[src/rtl/mem_arbiter_pkg.sv]
// Shared definitions for the instruction/data memory arbiter: size codes,
// FSM states, the default starvation limit and the alignment rule.
package mem_arbiter_pkg;

  localparam logic [1:0] SIZE_BYTE = 2'b00;
  localparam logic [1:0] SIZE_HALF = 2'b01;
  localparam logic [1:0] SIZE_WORD = 2'b10;

  localparam int STARVE_LIMIT_DEFAULT = 4;

  typedef enum logic [1:0] {
    ST_IDLE,
    ST_ACCESS,
    ST_RMW_WRITE,
    ST_RESP
  } state_t;

  // The reserved size code 2'b11 is treated as an unserviceable access.
  function automatic logic misaligned(input logic [1:0] size, input logic [1:0] offset);
    case (size)
      SIZE_BYTE: misaligned = 1'b0;
      SIZE_HALF: misaligned = offset[0];
      SIZE_WORD: misaligned = (offset != 2'b00);
      default:   misaligned = 1'b1;
    endcase
  endfunction

endpackage

[src/rtl/mem_arbiter_store_merge.sv]
// Combinational big-endian lane merge of partial store data into an existing word.
module store_merge
  import mem_arbiter_pkg::*;
(
  input  logic [31:0] old_word,
  input  logic [31:0] wdata,
  input  logic [1:0]  size,
  input  logic [1:0]  offset,
  output logic [31:0] new_word
);

  always_comb begin
    new_word = old_word;
    case (size)
      SIZE_BYTE: begin
        case (offset)
          2'd0: new_word[31:24] = wdata[7:0];
          2'd1: new_word[23:16] = wdata[7:0];
          2'd2: new_word[15:8]  = wdata[7:0];
          2'd3: new_word[7:0]   = wdata[7:0];
        endcase
      end
      SIZE_HALF: begin
        if (offset[1]) new_word[15:0]  = wdata[15:0];
        else           new_word[31:16] = wdata[15:0];
      end
      SIZE_WORD: new_word = wdata;
      default:   new_word = old_word;
    endcase
  end

endmodule

[src/rtl/mem_arbiter.sv]
// Arbitrates an instruction-fetch port and a data port onto one single-port
// synchronous memory, with read-modify-write for sub-word stores.
module mem_arbiter
  import mem_arbiter_pkg::*;
#(
  parameter int STARVE_LIMIT = STARVE_LIMIT_DEFAULT
) (
  input  logic        clk,
  input  logic        reset_n,
  input  logic        i_req_valid,
  input  logic [31:0] i_req_addr,
  output logic        i_req_ready,
  output logic        i_rsp_valid,
  output logic [31:0] i_rsp_data,
  input  logic        d_req_valid,
  input  logic        d_req_we,
  input  logic [1:0]  d_req_size,
  input  logic [31:0] d_req_addr,
  input  logic [31:0] d_req_wdata,
  output logic        d_req_ready,
  output logic        d_rsp_valid,
  output logic [31:0] d_rsp_data,
  output logic        d_rsp_err,
  output logic [31:0] mem_addr,
  output logic        mem_we,
  output logic [31:0] mem_wdata,
  input  logic [31:0] mem_rdata
);

  localparam int CW = $clog2(STARVE_LIMIT + 1);

  state_t        state, state_next;
  logic          is_data;
  logic [31:0]   addr_q;
  logic [1:0]    size_q;
  logic          we_q;
  logic [31:0]   wdata_q;
  logic [CW-1:0] starve_cnt;
  logic          starved, idle, grant_i, grant_d;
  logic          bad, word_store, sub_store;
  logic [31:0]   merged;

  // Fetch wins only when alone or once data has starved it for STARVE_LIMIT grants.
  assign starved = (starve_cnt == CW'(STARVE_LIMIT));
  assign idle    = (state == ST_IDLE) && reset_n;
  assign grant_i = idle && i_req_valid && (!d_req_valid || starved);
  assign grant_d = idle && d_req_valid && !grant_i;

  assign i_req_ready = grant_i;
  assign d_req_ready = grant_d;

  assign bad        = is_data && misaligned(size_q, addr_q[1:0]);
  assign word_store = is_data && we_q && !bad && (size_q == SIZE_WORD);
  assign sub_store  = is_data && we_q && !bad && (size_q != SIZE_WORD);
  assign mem_addr   = {addr_q[31:2], 2'b00};

  store_merge u_store_merge (
    .old_word (mem_rdata),
    .wdata    (wdata_q),
    .size     (size_q),
    .offset   (addr_q[1:0]),
    .new_word (merged)
  );

  always_ff @(posedge clk or negedge reset_n) begin
    if (!reset_n) state <= ST_IDLE;
    else          state <= state_next;
  end

  always_ff @(posedge clk or negedge reset_n) begin
    if (!reset_n) begin
      is_data <= 1'b0;
      addr_q  <= '0;
      size_q  <= SIZE_WORD;
      we_q    <= 1'b0;
      wdata_q <= '0;
    end else if (grant_i) begin
      is_data <= 1'b0;
      addr_q  <= i_req_addr;
      size_q  <= SIZE_WORD;
      we_q    <= 1'b0;
      wdata_q <= '0;
    end else if (grant_d) begin
      is_data <= 1'b1;
      addr_q  <= d_req_addr;
      size_q  <= d_req_size;
      we_q    <= d_req_we;
      wdata_q <= d_req_wdata;
    end
  end

  // Only contended data grants count toward starvation.
  always_ff @(posedge clk or negedge reset_n) begin
    if (!reset_n)                                 starve_cnt <= '0;
    else if (grant_i)                             starve_cnt <= '0;
    else if (grant_d && i_req_valid && !starved)  starve_cnt <= starve_cnt + 1'b1;
  end

  always_comb begin
    state_next  = state;
    i_rsp_valid = 1'b0;
    i_rsp_data  = '0;
    d_rsp_valid = 1'b0;
    d_rsp_data  = '0;
    d_rsp_err   = 1'b0;
    mem_we      = 1'b0;
    mem_wdata   = '0;
    case (state)
      ST_IDLE: begin
        if (grant_i || grant_d) state_next = ST_ACCESS;
      end
      ST_ACCESS: begin
        if (word_store) begin
          mem_we    = 1'b1;
          mem_wdata = wdata_q;
        end
        state_next = sub_store ? ST_RMW_WRITE : ST_RESP;
      end
      ST_RMW_WRITE: begin
        mem_we     = 1'b1;
        mem_wdata  = merged;
        state_next = ST_RESP;
      end
      ST_RESP: begin
        state_next = ST_IDLE;
        if (is_data) begin
          d_rsp_valid = 1'b1;
          d_rsp_err   = bad;
          d_rsp_data  = (!we_q && !bad) ? mem_rdata : '0;
        end else begin
          i_rsp_valid = 1'b1;
          i_rsp_data  = mem_rdata;
        end
      end
      default: state_next = ST_IDLE;
    endcase
  end

endmodule

[config.mk]
export PLATFORM = sky130hd
export DESIGN_NAME = mem_arbiter
export DESIGN_NICKNAME = d
export VERILOG_FILES = /design/src/rtl/mem_arbiter_pkg.sv /design/src/rtl/mem_arbiter_store_merge.sv /design/src/rtl/mem_arbiter.sv
export SDC_FILE = /design/constraint.sdc
export NUM_CORES = 1
export LEC_CHECK = 0
export CORE_MARGIN = 5
export CORE_UTILIZATION = 39
export DETAILED_ROUTE_END_ITERATION = 12
export HOLD_SLACK_MARGIN = 0.02
export PLACE_DENSITY = 0.82
export SYNTH_ARGS = -nofsm -noshare
export SYNTH_HDL_FRONTEND = slang
export SYNTH_SLANG_ARGS = --single-unit
[constraint.sdc]
create_clock -name clk -period 2.46 [get_ports clk]
set_clock_uncertainty 0.1 [all_clocks]
set_input_delay 0.369 -clock clk [delete_from_list [all_inputs] [get_ports clk]]
set_output_delay 0.369 -clock clk [all_outputs]
set_load 0.01 [all_outputs]
==> flow_summary.ini <==
[outcome]
outcome = finished, violations left
violations = setup timing

[final_layout]
drive_above_1_share_pct = 27.5
final_cells = 961
ff_latch_area_mm2 = 0.00183
utilization_pct = 68.3
filler_cell_count = 933
final_nets = 952
area_growth_pct = 72.3
multi_input_area_mm2 = 0.00266
diodes = 0

[critical_path]
crit_type = reg2out
required_ns = 1.99
cp.arrival_ns = 2.23
path_max_fanout = 7
crit_path_end_kind = output port
startpoint_type = flip-flop
r2r-start = state[1]$_DFFE_PN0P_
worstSetupStartpoint = state[1]$_DFFE_PN0P_

[synth]
synth_top_flop_cell = dfrtp_1
syn_area_per_cell_um2 = 9.12
synthSimpleGateAreaFrac_pct = 21.2
netlist_area_mm2 = 0.00476
syn_inst = 522
synth_top_family_by_area = compound AO/OA/AOI/OAI gates
synth-async-reset-ratio_pct = 100
synth_compound_area_share_pct = 27.9
synth_edf_count = 0
synth_seq_cells = 73
yosys_warnings = 0
synthMuxAreaShare_pct = 0.210
synth-xor-area-share_pct = 0.184
synth_cell_types = 49
synthAdderAreaFrac_pct = 1.84
ys_seq_area_share_pct = 38.4

[global_routing]
antenna_found_initial = 0
grt_usage_pct = 27.2
grt_start_max_net_pins = 71
first_global_vias = 5510
grt_overflow_total = 0
grt_first_pass_wirelength_um = 30900

[clocking]
clock-sinks = 73
cts_max_level = 3
clkTransAtPathRegs_ns = 0.06
cts_tree = built
clock_latency_ns = 0.34
numCtsBuffers = 9
cts_root_buf = clkbuf_16
cts_buffer_depth = 2

[timing]
clock.fmax_mhz = 371
layout_setup_ws_ns = -0.238
rsz0062_at_grt = true
hold_viol = 0
worstMarginPinSlew_ns = 0.575
finalCritPeriodShare_pct = 110
maxSlewViolCount = 0
setup_violations = 32
tns_ns = -4.45
period_minus_slack_ns = 2.70
relSlewSlack_pct = 61.7

[drt]
drt_wl_total_um = 20700
post_drt_wl_per_cell_um = 21.6
vias = 5440
drc_errors = 0
viasPerCell = 5.66
first_pass_iters = 7
drtIter0Drc = 314
ant_nets = 0

[placed_design]
gp_congestion = 0.878
dp.cells = 919
hpwlAfterDp_um = 14400
io_buffers = 266

[pwr]
vdd_ir_drop_max_v = 0.000543
power_mw = 8.76
p_leak_nw = 3.89
power.density_mw_per_mm2 = 1070

[die]
die_h_um = 120
rows = 40
core-area_mm2 = 0.0120
die_area_mm2 = 0.0145
ioPinCount = 269
start_util_pct = 39.6
die_x_um = 120

[run]
maxCapViolCount = 0

[hold_path]
hp-class = in2async
[where the power goes]
group | leakage (nW) | total (mW) | switching (mW) | internal [mW]
clock network | 0.172 | 1.56 | 0.511 | 1.04
logic | 2.79 | 4.97 | 2.35 | 2.62
registers | 0.924 | 2.23 | 0.509 | 1.72
[routing by layer]
layer  up-vias  GRT usage, %  wire length, um
li1       2431             -                -
met1      2604          30.0             7540
met2       342          47.9            10300
met3        63          9.35             2180
met4         0          10.6              742
met5         -             0                0
[Yosys cell counts, types with 2 or more instances]
cell       number  area [um^2]
buf_2          12         60.1
nor2_1          9         33.8
nor2b_1         4         25.0
a32oi_1         2         17.5
o21ai_0         6         30.0
a32o_1          9         90.1
a22o_1         42          368
a221o_1        14          140
a211o_1         3         26.3
nand4_1         2         12.5
a22oi_1        46          345
nand2b_1       10         62.6
ha_1            7         87.6
inv_1          10         37.5
buf_6           5         56.3
and2_1         74          463
a21oi_1        14         70.1
a221oi_1        3         26.3
buf_4          36          270
buf_1           2         7.51
nor2_2          2         12.5
o21ai_1        13         65.1
dfrtp_1        72         1800
a2111oi_0       2         17.5
clkbuf_1       14         52.6
nand2_1        84          315
o21a_1          2         15.0
a31oi_1         2         12.5
[state kept, by name, summed over array words and instances (netlist names)]
signal,flops
addr_q,32
size_q,2
wdata_q,32
state,2
starve_cnt,3
is_data,1
we_q,1
[cell type report]
class	instances	area share [%]
clock buffers	11	3.08
repair buffers	344	38.3
multi-input cells	372	32.4
clock inverters	4	1.21
well taps	147	2.24
flip-flops and latches	73	22.3
inverters	10	0.458
[critical path, cell delays in order (launching register included)]
cell and delay, ns:
dfrtp_1 0.37, inv_2 0.07, buf_6 0.13, ha_4 0.16
nand4_1 0.14, nor4_4 0.05, buf_4 0.14, buf_6 0.11
o21bai_4 0.20, a221o_1 0.37, buf_2 0.15
[worst paths after layout]
kind | end | slack (ns) | depth (start not counted)
worst max-delay path | mem_wdata[24] | -0.24 | 10
worst min-delay path | addr_q[11]$_DFFE_PN0P_ | 0.01 | 2
worst max register to register | wdata_q[11]$_DFFE_PN0P_ | 0.60 | 6
worst min register to register | addr_q[13]$_DFFE_PN0P_ | 0.41 | 2
max in group asynchronous | addr_q[1]$_DFFE_PN0P_ | 1.31 | 3
min in group clk | starve_cnt[1]$_DFFE_PN0P_ | 0.36 | 3
[timing repair]
item | CTS | global route
gates cloned | 6 | 0
pin swaps | 42 | 13
hold buffers | 1 | 0
setup endpoints to repair | 99 | 76
hold endpoints to repair | 3 | 0
gates resized for setup | 375 | 35
buffers inserted | 19 | 4
[through the flow]
step / area [um^2] / setup WS, ns / hold WS, ns
finish: 8200 / -0.238 / 0.0139
global route: 8200 / -0.284 / 0.0384
CTS: 8240 / -0.193 / 0.0221
detailed placement: 7610 / -0.315 / 0.0975
global placement: 7610 / -0.228 / 0.0960
floorplan: 4760 / 0.272 / -0.0266
[layout by cell type (no fill, tap or decap), types with 10 or more instances in the layout]
| master | synthesis | final |
|---|---|---|
| and2_4 | 0 | 15 |
| dlygate4sd2_1 | 0 | 23 |
| a21oi_1 | 14 | 12 |
| a221o_1 | 14 | 14 |
| clkdlybuf4s50_1 | 0 | 166 |
| buf_4 | 36 | 53 |
| nand2b_1 | 10 | 10 |
| and2_1 | 74 | 59 |
| o21ai_1 | 13 | 14 |
| nand2_1 | 84 | 82 |
| a22o_1 | 42 | 42 |
| dfrtp_1 | 72 | 70 |
| buf_2 | 12 | 57 |
| a22oi_1 | 46 | 38 |
| buf_6 | 5 | 31 |
[cell families after synthesis]
logic type,after synthesis
muxes,1
other,1
xor gates and xnor gates,1
DFF,73
adders and majority gates,7
and+or+nand+nor,194
buffers and inverters,79
AOI/OAI and AO/OA,166
(Power assumes the default switching activity.)
